===== config.mk =====
export PLATFORM = sky130hd
export DESIGN_NAME = reorder_buffer
export DESIGN_NICKNAME = d
export VERILOG_FILES = /design/src/rtl/reorder_buffer.sv
export SDC_FILE = /design/constraint.sdc
export NUM_CORES = 1
export LEC_CHECK = 0
export CORE_MARGIN = 2
export CORE_UTILIZATION = 40
export CTS_CLUSTER_DIAMETER = 50
export CTS_CLUSTER_SIZE = 12
export DETAILED_ROUTE_END_ITERATION = 7
export GPL_TIMING_DRIVEN = 0
export PLACE_DENSITY = 0.53
export SLEW_MARGIN = 25
export SYNTH_ARGS = -nofsm -noshare
export SYNTH_HDL_FRONTEND = slang
export SYNTH_SLANG_ARGS = --single-unit
export TNS_END_PERCENT = 1

===== constraint.sdc =====
create_clock -name clk_in -period 3.8 [get_ports clk_in]
set_clock_uncertainty 0.05 [all_clocks]
set_input_delay 0.57 -clock clk_in [delete_from_list [all_inputs] [get_ports clk_in]]
set_output_delay 0.57 -clock clk_in [all_outputs]
set_load 0.05 [all_outputs]

===== src/rtl/reorder_buffer.sv =====
// reorder_buffer: circular in-order retirement buffer with rename launch and
// registered commit notification toward the register file.
// Optional feature: define ROB_WB_BYPASS_EN so that a writeback to the head
// entry retires it at the same edge, taking the value straight from _wb_value.
module reorder_buffer #(
  parameter int DEPTH = 16
) (
  input  logic        clk_in,
  input  logic        rst_in,
  input  logic        rdy_in,
  input  logic        _flush_in,
  input  logic        _iss_valid,
  input  logic [4:0]  _iss_rd,
  output logic        _iss_ready,
  output logic [4:0]  _iss_rob_id,
  output logic        _rob_launch_ready,
  output logic [4:0]  _rob_launch_rob_id,
  output logic [4:0]  _rob_launch_register_id,
  input  logic        _wb_valid,
  input  logic [4:0]  _wb_rob_id,
  input  logic [31:0] _wb_value,
  output logic        _rob_commit_ready,
  output logic [4:0]  _rob_commit_rob_id,
  output logic [4:0]  _rob_commit_register_id,
  output logic [31:0] _rob_commit_value,
  output logic [4:0]  _rob_count
);

  localparam int               PTR_W    = (DEPTH > 1) ? $clog2(DEPTH) : 1;
  localparam logic [PTR_W-1:0] LAST_IDX = PTR_W'(DEPTH - 1);
  localparam logic [4:0]       DEPTH_ID = 5'(DEPTH);

  logic [PTR_W-1:0] head_r;
  logic [PTR_W-1:0] tail_r;
  logic [4:0]       count_r;
  logic [DEPTH-1:0] busy_r;
  logic [DEPTH-1:0] done_r;
  logic [4:0]       rd_r    [DEPTH];
  logic [31:0]      value_r [DEPTH];

  logic             commit_ready_r;
  logic [4:0]       commit_rob_id_r;
  logic [4:0]       commit_rd_r;
  logic [31:0]      commit_value_r;

  logic             active_s;
  logic             iss_fire_s;
  logic [PTR_W-1:0] wb_idx_s;
  logic             wb_in_range_s;
  logic             wb_fire_s;
  logic             bypass_s;
  logic             retire_s;
  logic [31:0]      retire_value_s;
  logic [4:0]       count_next_s;

  // Pointer increment with wrap from the last entry back to entry 0.
  function automatic logic [PTR_W-1:0] next_ptr(input logic [PTR_W-1:0] p);
    return (p == LAST_IDX) ? '0 : p + PTR_W'(1);
  endfunction

  // Handshake decode: issue, writeback, retire and the resulting occupancy.
  always_comb begin
    active_s       = rdy_in && !_flush_in;
    _iss_ready     = active_s && (count_r < DEPTH_ID);
    _iss_rob_id    = 5'(tail_r) + 5'd1;
    iss_fire_s     = _iss_valid && _iss_ready;
    wb_idx_s       = PTR_W'(_wb_rob_id - 5'd1);
    wb_in_range_s  = (_wb_rob_id != 5'd0) && (_wb_rob_id <= DEPTH_ID);
    wb_fire_s      = active_s && _wb_valid && wb_in_range_s &&
                     busy_r[wb_idx_s] && !done_r[wb_idx_s];
`ifdef ROB_WB_BYPASS_EN
    bypass_s       = wb_fire_s && (wb_idx_s == head_r);
`else
    bypass_s       = 1'b0;
`endif
    retire_s       = active_s && busy_r[head_r] && (done_r[head_r] || bypass_s);
    retire_value_s = bypass_s ? _wb_value : value_r[head_r];
    case ({iss_fire_s, retire_s})
      2'b10:   count_next_s = count_r + 5'd1;
      2'b01:   count_next_s = count_r - 5'd1;
      default: count_next_s = count_r;
    endcase
  end

  // Rename notification follows the accepted issue in the same cycle.
  always_comb begin
    _rob_launch_ready       = iss_fire_s && (_iss_rd != 5'd0);
    _rob_launch_rob_id      = _iss_rob_id;
    _rob_launch_register_id = _iss_rd;
  end

  // Control state: pointers, occupancy and per-entry busy/done flags.
  always_ff @(posedge clk_in or negedge rst_in) begin
    if (!rst_in) begin
      head_r  <= '0;
      tail_r  <= '0;
      count_r <= 5'd0;
      busy_r  <= '0;
      done_r  <= '0;
    end else if (rdy_in) begin
      if (_flush_in) begin
        head_r  <= '0;
        tail_r  <= '0;
        count_r <= 5'd0;
        busy_r  <= '0;
        done_r  <= '0;
      end else begin
        if (wb_fire_s) begin
          done_r[wb_idx_s] <= 1'b1;
        end
        // Retire clears after the writeback so a bypassed head ends up empty.
        if (retire_s) begin
          busy_r[head_r] <= 1'b0;
          done_r[head_r] <= 1'b0;
          head_r         <= next_ptr(head_r);
        end
        if (iss_fire_s) begin
          busy_r[tail_r] <= 1'b1;
          done_r[tail_r] <= 1'b0;
          tail_r         <= next_ptr(tail_r);
        end
        count_r <= count_next_s;
      end
    end
  end

  // Entry payload storage; validity is carried entirely by busy_r/done_r.
  always_ff @(posedge clk_in) begin
    if (iss_fire_s) begin
      rd_r[tail_r] <= _iss_rd;
    end
    if (wb_fire_s) begin
      value_r[wb_idx_s] <= _wb_value;
    end
  end

  // Commit pulse: one cycle per retire with a real destination, else idle.
  always_ff @(posedge clk_in or negedge rst_in) begin
    if (!rst_in) begin
      commit_ready_r  <= 1'b0;
      commit_rob_id_r <= 5'd0;
      commit_rd_r     <= 5'd0;
      commit_value_r  <= 32'd0;
    end else if (retire_s && (rd_r[head_r] != 5'd0)) begin
      commit_ready_r  <= 1'b1;
      commit_rob_id_r <= 5'(head_r) + 5'd1;
      commit_rd_r     <= rd_r[head_r];
      commit_value_r  <= retire_value_s;
    end else begin
      commit_ready_r  <= 1'b0;
    end
  end

  // The commit strobe is masked while the block is stalled.
  always_comb begin
    _rob_commit_ready       = commit_ready_r && rdy_in;
    _rob_commit_rob_id      = commit_rob_id_r;
    _rob_commit_register_id = commit_rd_r;
    _rob_commit_value       = commit_value_r;
    _rob_count              = count_r;
  end

endmodule

# [Yosys cells after proc, flatten, opt, wreduce, memory -nomap -nowiden]
# Memory sizes are Yosys's and may differ from the RTL's. A register that Yosys moved wholly into a read port is not among the register bits.
# Cells that the tools add are included.
[word_totals] out_inout_bits=65 mem_bits_rw=592 mem_count=2 ff_bits=56
[op_classes] n_eq_ne=4 n_addsub=7 n_bitwise=7 n_reduce_logical=28 order_cmp=8 mux=40
[mem_list] memory="value_r" words=16 word_bits=32 read_ports=1 rd_clocked_by_memory_dff=1 wr=1 line="39" text="logic [31:0] value_r [DEPTH];"
[mem_list] memory="rd_r" words=16 word_bits=5 read_ports=1 rd_clocked_by_memory_dff=0 wr=1 line="38" text="logic [4:0] rd_r [DEPTH];"
[op_table] cell="2-to-1 mux 16 bit" count=13
[op_table] cell="bitwise AND 16 bit" count=3
[op_table] cell="inverter 16 bit" count=2
[op_table] cell="bitwise OR 16 bit" count=2
[op_table] cell="2-to-1 mux 4 bit" count=6
[op_table] cell="binary-select mux 1 bit (select 4 bit)" count=4
[op_table] cell="logical AND 1 bit" count=16
[op_table] cell="< comparator 4 x 5 -> 1 bit (second input constant)" count=3
[op_table] cell="nonzero test 5 bit" count=3
[op_table] cell="demux 1 bit (select 4 bit)" count=3
[op_table] cell="greater-or-equal comparator 4 x 1 -> 1 bit (second input constant)" count=3
[op_table] cell="2-to-1 mux 1 bit" count=12
[op_table] cell="adder 4 x 1 -> 5 bit (second input constant)" count=2
[op_table] cell="one-hot mux 5 bit (2 select lines)" count=1
[op_table] cell="adder 4 x 1 -> 4 bit (second input constant)" count=2
[op_table] cell="== test 4 bit (second input constant)" count=2
[op_table] cell="AND reduction 2 bit" count=3
[op_table] cell="adder 5 x 1 -> 5 bit (second input constant)" count=1
[op_table] cell="less-or-equal comparator 5 bit (second input constant)" count=1
[op_table] cell="< comparator 5 bit (second input constant)" count=1
[op_table] cell="2-to-1 mux 5 bit" count=1
[op_table] cell="subtractor 5 x 1 -> 5 bit (second input constant)" count=1
[op_table] cell="nonzero test 2 bit" count=2
[op_table] cell="subtractor 4 x 1 -> 4 bit (second input constant)" count=1
[op_table] cell="other kinds (4)" count=6

# [Logic depth before layout (Yosys ltp)]
# Gate-level depths: netlist of the first run.
[logic_depth] word_depth=16 mapped_depth=17 mapped_depth_nobuf=13

# [Least setup slack after synthesis of the first run]
# OpenSTA, ideal clock, no wires.
[synth_timing] path_type="input-to-reg" startpoint="input port _wb_rob_id[0]" endpoint="memory value_r[0][0] (enable)" arrival_ns=4.110 setup_slack_ns=-0.783 cell_stages=9 required_time_ns=3.327 cell_sequence="clkbuf_1 inv_1 ha_1 clkbuf_1 o311ai_0 a22oi_1 nor4_1 nand2_1 nor2_1"
[synth_between] elab_chain_len=7 elab_cells_between_ends=14 classes_between="1 x add/sub; 1 x order compare; 6 x mux; 6 x reduce/logical"
[synth_lines] item="from (decl)" line="20" text="input logic [4:0] _wb_rob_id,"
[synth_lines] item="subtractor 4 x 1 -> 4 bit (tied with other cells)" line="67" text="wb_idx_s = PTR_W'(_wb_rob_id - 5'd1);"
[synth_lines] item="binary-select mux 1 bit (select 4 bit) or logical AND 1 bit (tied branches)" line="70, 68"
[synth_lines] item="2-to-1 mux 1 bit (implied by the code) or logical AND 1 bit (tied branches)" line="70, 69"
[synth_lines] item="logical AND 1 bit or zero test 1 bit (tied branches)" line="69, 70"
[synth_lines] item="logical AND 1 bit" line="70" text="busy_r[wb_idx_s] && !done_r[wb_idx_s];"
[synth_lines] item="2-to-1 mux 1 bit" line="132" text="if (wb_fire_s) begin"
[synth_lines] item="2-to-1 mux 1 bit (implied by the code)" line="133" text="value_r[wb_idx_s] <= _wb_value;"
[synth_lines] item="to (decl)" line="39"
# Several ways; a longest one is shown, not always the timed one. The select of a mux whose other input is x is not followed.

# [Worst setup path after layout of the first run]
[layout_timing] startpoint="register head_r[1]" endpoint="register commit_value_r[7], in the netlist _rob_commit_value[7] (read register of value_r)"
[layout_between] elab_chain_len=5 elab_cells_between_ends=9 classes_between="4 x mux; 4 x reduce/logical; 1 x memory"
[layout_lines] item="from (decl)" line="33" text="logic [PTR_W-1:0] head_r;"
[layout_lines] item="from (signal assigned)" line="115" text="head_r <= next_ptr(head_r);"
[layout_lines] item="parallel branches: the longest is 5 deep, another holds memory read (16 x 5 bit)"
[layout_lines] item="to (decl)" line="44" text="logic [31:0] commit_value_r;"
# Several ways; the timed one is not identified. The select of a mux whose other input is x is not followed.
# A chain may end at the register's enable or synchronous reset.

==> metrics, run 1 <==
post-synthesis simple-gate area fraction 2.66%; WHS 0.458 ns; switching share of power 21.8%; largest net degree at the start of global routing 55; vias per std cell 5.57; Post-synth top flop edfxtp_1; WP data arrival 4.19 ns; # setup viols final 0; area of the multi-input gates 0.00679 mm2; Clock power frac 46.3%; Worst R2R Setup Slack 0.05 ns; count leader, synth edfxtp_1; Starting Density 40.4%; DRT Wirelength 68.7 mm; instance area at placement 0.0303 mm2; Tcrit/Tclk final 98.6%; Worst EP required 4.24 ns; fin nets 1632; most frequent cells after synthesis edfxtp_1 (592), mux4_2 (192), dfrtp_1 (88); Worst Hold Path EP _rob_commit_value[28]; XOR/XNOR share of the synthesized area 0.194%; Synth area leaders edfxtp_1 (66%), mux4_2 (16%), dfrtp_1 (8.1%); global route overflow 0; Rows 95; largest family of logic cells by synthesized area multiplexers; root buf cell clkbuf_16; First-pass DRT Iterations 5; grt met3 use 4.06%; grt met2 use 32.2%; busiest grt layer met2; RSZ-0062 raised after global routing yes; core area 0.0672 mm2; IO buf count 111; syn nets 1383; mux share of post-synthesis cell area 18.0%; crit end category flip-flop; WL/cell 27.4 um; hold depth 1; ys async rst share 12.9%; die area 0.0699 mm2; Num CTS Buffers 81; Comb pwr share 4.0%; post-synth design cell area 0.0271 mm2; Max Transition Viols Final 0; Reg-to-Reg Start head_r[1]; number of synthesized register bits 680; Setup WS pre-CTS -1.97 ns; H-tree Lvls 3; area grow syn2layout 22.7%; Leak 0.0111 uW; share of power burned in registers 49.7%; EDFF count, synth 592; pwr dens 497 mW/mm2; later-pin clock latency in the skew report 0.62 ns; max_slew headroom 34.3%; status complete, no violations; DP HPWL 44.0 mm; CTS Buffer Depth 3; Startpoint Class flip-flop; Mapped Avg Cell Area 20.6 um2; CTS tree built; I/O pin total 113; Vias 13968; Pwr Total 16500 uW; routing usage on met1 28.1%; FF-to-FF path depth 8; Hold Crit Start _rob_commit_value[28]; hold crit path type reg2reg; ratio of cells with drive above 1 in the final layout 29.8%; initial antenna violation count 4; clk sinks 680; Yosys top cell area share 65.5%; GR Util All Layers 20.0%; antenna viol nets, final 0; complex-gate fraction of the synthesized area 2.78%; net switching power 3600 uW; # fillers 5426; Crit Path Max Fanout 10; post-synth cell types 57; Synth Area in Adders 0.692%; Post-Synthesis Cells 1320; kind of critical path reg2reg; DP Cell Count 2337; antenna diode count 0; GPL Wtd Cong 0.868; fin cells 2508; Die H 264 um; register area share after synthesis 73.6%; Yosys warning count 0; Peak VDD IR 0.000287 V; Clk pin slew, worst setup/hold paths 0.06 ns; Final Worst Setup Slack 0.0517 ns; fmax 267 MHz; DRT iter0 DRCs 1468; Fin. Hold Viols 0; vias in the first global route 14624; cell taking the most area after synthesis edfxtp_1; min Tclk post-route 3.75 ns; Worst R2R End _rob_commit_value[7]; Die Span X 264 um; post-route cell area 0.0333 mm2; DR DRC count 0; Seq. cell area 0.0200 mm2; Internal Power 12900 uW; wire length of the first global-routing pass 101 mm; max_cap viols 0; measured slew at the worst slew-check pin 0.985 ns
[registers in the layout (all words and copies together) (netlist names)]
signal / cells
_rob_count: 5
value_r: 512
commit_ready_r: 1
_rob_commit_rob_id: 5
done_r: 16
_rob_commit_register_id: 5
rd_r: 80
head_r: 4
_rob_commit_value: 32
tail_r: 4
busy_r: 16
[cell usage in the layout, fill, tap and decap left out, drive strengths merged, types with 3 or more instances in the layout]
cell type      count
xnor2              4
ha                15
clkbuf           150
nor2b              8
dfrtp             88
buf               92
a21oi             12
clkdlybuf4s50    109
inv               48
o21ai             32
o311ai             4
mux4             192
nand2             52
a2bb2oi           13
bufinv             6
edfxtp           592
nand4              4
nand2b             3
a221oi             3
a31oi             18
nor3              15
mux2i              5
clkinv            23
clkinvlp           6
mux2              36
nand3             16
nor2              31
nand3b             5
and2               8
a22oi              5
[power groups by stage]
stage	Sequential, uW	Clock [uW]	Combinational, uW
2_1_floorplan	8440	0	260
3_3_place_gp	8370	0	624
3_5_place_dp	8370	0	654
4_1_cts	8220	7800	661
5_1_grt	8220	8100	712
6_report	8220	7650	664
[cell type report]
type / instances / share of cell area (%)
plain buffers: 83 / 1.39
flip-flops and latches: 680 / 60.0
clock buffers: 106 / 6.59
multi-input cells: 517 / 20.4
inverters: 40 / 0.462
clock inverters: 43 / 1.40
well taps: 873 / 3.28
repair buffers: 166 / 6.45
[stage by stage]
step,util [%],TNS [ns]
floorplan,-,-151.06
detailed placement,45.2,-916.40
global placement,43.7,-1824.33
CTS,49.4,-6.45
finish,49.6,0
global route,49.6,-1.03
[critical path, cell delays in order (launching register included)]
cell and delay (ns):
dfrtp_1 0.39, buf_4 0.25, buf_6 0.23, buf_4 0.25
clkbuf_1 0.48, buf_1 0.70, mux4_2 0.43, mux4_2 0.53
mux2_4 0.28
[per-layer routing]
metal | part of all wire, % | vias to the layer above
li1 | - | 5926
met1 | 44 | 7491
met2 | 48 | 438
met3 | 5.7 | 105
met4 | 2.1 | 8
met5 | 0.064 | -
[what timing repair did]
| action | in CTS | in global routing |
|---|---|---|
| pin swaps | 11 | 7 |
| hold buffers | 1 | 0 |
| setup endpoints to repair | 596 | 505 |
| resized for setup | 30 | 21 |
| endpoints found under the hold margin | 53 | 0 |
| cloned | 0 | 0 |
| setup buffers | 11 | 10 |
[how the worst max path moves through the flow]
| stage | start | end | slack, ns |
|---|---|---|---|
| 4_1_cts | _wb_rob_id[0] | value_r[13][14] | -0.11 |
| 5_1_grt | head_r[1] | _rob_commit_value[7] | -0.11 |
| 3_3_place_gp | _wb_rob_id[0] | value_r[6][17] | -3.22 |
| 2_1_floorplan | _wb_rob_id[0] | value_r[0][0] | -0.31 |
| 3_5_place_dp | _wb_rob_id[0] | value_r[4][16] | -1.97 |
| 6_report | head_r[1] | _rob_commit_value[7] | 0.05 |
[logic make-up (layout without fill, tap and decap cells)]
logic type	count (synthesis)	after routing
mux	233	233
buf+inv	123	438
simple gates	152	152
flops	680	680
compound gates	111	111
fa+ha+maj	15	15
xor+xnor	6	6
No activity file was read; power rests on OpenSTA's default activity.
==> run 2, diff against run 1 <==
--- a/config.mk
+++ b/config.mk
@@ -12,6 +12,7 @@
 export DETAILED_ROUTE_END_ITERATION = 7
 export GPL_TIMING_DRIVEN = 0
 export PLACE_DENSITY = 0.53
+export RECOVER_POWER = 50
 export SLEW_MARGIN = 25
 export SYNTH_ARGS = -nofsm -noshare
 export SYNTH_HDL_FRONTEND = slang
==> metrics, run 2 (synthesis results as in run 1) <==
die area 0.0699 mm2 (unchanged); Crit Path Max Fanout 10 (unchanged); Max Transition Viols Final 55 (was 0); Num CTS Buffers 81 (unchanged); Vias 13966 (was 13968); status finished with violations (was complete, no violations); WP data arrival 4.20 ns (was 4.19 ns); core area 0.0672 mm2 (unchanged); DRT iter0 DRCs 1451 (was 1468); Critical Path Max Stage Delay 0.71 ns (was 0.70 ns); H-tree Lvls 3 (unchanged); Slowest cell on crit path buf_1 (unchanged); max FFs per register 512 (unchanged); root buf cell clkbuf_16 (unchanged); measured slew at the worst slew-check pin 1.66 ns (was 0.985 ns); later-pin clock latency in the skew report 0.62 ns (about the same); WL/cell 27.3 um (was 27.4 um); Die H 264 um (unchanged); Rows 95 (unchanged); FF-to-FF path depth 8 (unchanged); Clk pin slew, worst setup/hold paths 0.05 ns (was 0.06 ns); antenna diode count 0 (unchanged); failing checks max-capacitance violations, max-slew violations; IO buf count 111 (unchanged); Worst R2R End _rob_commit_value[7] (unchanged); DR DRC count 0 (unchanged); Die Span X 264 um (unchanged); CTS tree built (unchanged); vias per std cell 5.57 (about the same); area grow syn2layout 22.5% (was 22.7%); ratio of cells with drive above 1 in the final layout 29.7% (was 29.8%); Fin. Hold Viols 0 (unchanged); wire length of the first global-routing pass 101 mm (unchanged); I/O pin total 113 (unchanged); most frequent cells in the layout edfxtp_1 (592), mux4_2 (192), dfrtp_1 (87) (was edfxtp_1 (592), mux4_2 (192), clkdlybuf4s50_1 (109)); Starting Density 40.4% (unchanged); crit end category flip-flop (unchanged); GR Util All Layers 20.0% (unchanged); Startpoint Class flip-flop (unchanged); initial antenna violation count 5 (was 4); instance area at placement 0.0303 mm2 (unchanged); DRT Wirelength 68.6 mm (was 68.7 mm); Worst R2R Setup Slack 0.04 ns (was 0.05 ns); crit-path cells buf_4, buf_6, buf_4, clkbuf_1, buf_1, mux4_2, mux4_2, mux2_4 (unchanged); GPL Wtd Cong 0.868 (unchanged); RSZ-0062 raised after global routing yes (unchanged); global route overflow 0 (unchanged); largest reg by FF count value_r (unchanged); Worst Hold Path EP _rob_commit_rob_id[4] (was _rob_commit_value[28]); antenna viol nets, final 0 (unchanged); min Tclk post-route 3.76 ns (was 3.75 ns); most common cell after layout, fill and taps aside edfxtp_1 (unchanged); hold crit path type reg2reg (unchanged); Peak VDD IR 0.000286 V (was 0.000287 V); # fillers 5428 (was 5426); fin nets 1632 (unchanged); Worst EP required 4.24 ns (about the same); fmax 266 MHz (was 267 MHz); # setup viols final 0 (unchanged); max_cap viols 1 (was 0); post-layout util 49.5% (was 49.6%); post-route cell area 0.0332 mm2 (was 0.0333 mm2); CTS Buffer Depth 3 (unchanged); clk sinks 680 (unchanged); Hold Crit Start _rob_commit_rob_id[4] (was _rob_commit_value[28]); Leak 0.0111 uW (about the same); largest net degree at the start of global routing 55 (unchanged); max_slew headroom -10.9% (was 34.3%); Tcrit/Tclk final 98.9% (was 98.6%); hold depth 1 (unchanged); Pwr Total 16500 uW (about the same); DP HPWL 44.0 mm (unchanged); kind of critical path reg2reg (unchanged); First-pass DRT Iterations 5 (unchanged); pwr dens 497 mW/mm2 (about the same); Reg-to-Reg Start head_r[1] (unchanged); vias in the first global route 14624 (unchanged)
-- run 2: cell count changes in the layout (fill, tap and decap cells not counted), sizes merged --
cell / previous run / this run
buf: 92 / 90
clkbuf: 150 / 152
clkdlybuf4s50: 109 / 71
dlygate4sd3: 1 / 39
-- run 2: cell type report --
cell class / instances / area [um2] / area share, %
clock buffer: 106 / 2190 / 6.59
inverter: 40 / 154 / 0.463
timing repair buffer: 166 / 2120 / 6.37
tap: 873 / 1090 / 3.29
multi-input combinational: 517 / 6780 / 20.4
sequential: 680 / 20000 / 60.1
clock inverter: 43 / 465 / 1.40
buffer: 83 / 463 / 1.39
-- run 2: power breakdown --
group / internal, uW / switching (uW) / total [uW]
Clock: 4530 / 3120 / 7650
Sequential: 8170 / 46.2 / 8220
Combinational: 215 / 435 / 650
Total: 12900 / 3600 / 16500
-- run 2: through the flow --
step / setup slack, ns / hold WS [ns] / instances / setup TNS (ns)
2_1_floorplan: -0.310 / 0.224 / 1320 / -151.06
3_3_place_gp: -3.22 / 0.444 / 2304 / -1824.33
3_5_place_dp: -1.97 / 0.441 / 2337 / -916.40
4_1_cts: -0.110 / 0.461 / 2498 / -6.45
5_1_grt: -0.113 / 0.472 / 2508 / -1.03
6_report: 0.0406 / 0.457 / 2508 / 0
-- run 2: timing repair --
item                                    CTS  global route
gates resized for setup                  30            21
buffers inserted                         11            10
hold buffers                              1             0
pin swaps                                11             7
endpoints found under the hold margin    53             0
endpoints found under the setup margin  596           505
-- run 2: worst max path at each step --
stage	from	to	slack, ns
floorplan	_wb_rob_id[0]	value_r[0][0]	-0.31
finish	head_r[1]	_rob_commit_value[7]	0.04
global placement	_wb_rob_id[0]	value_r[6][17]	-3.22
global route	head_r[1]	_rob_commit_value[7]	-0.11
detailed placement	_wb_rob_id[0]	value_r[4][16]	-1.97
CTS	_wb_rob_id[0]	value_r[13][14]	-0.11
-- run 2: per-layer routing --
metal / GRT usage, % / part of all wire, % / vias up
met2: 32.2 / 48 / 449
met5: 0 / 0.074 / -
met4: 4.96 / 2.1 / 10
met1: 28.1 / 44 / 7464
li1: - / - / 5930
met3: 4.06 / 5.8 / 113
-- run 2: critical path: cells and delay by family (launching register included) --
kind                   cells  cell delay (ns)
buffers and inverters      5             1.93
multiplexers               3             1.24
flip-flops                 1             0.39
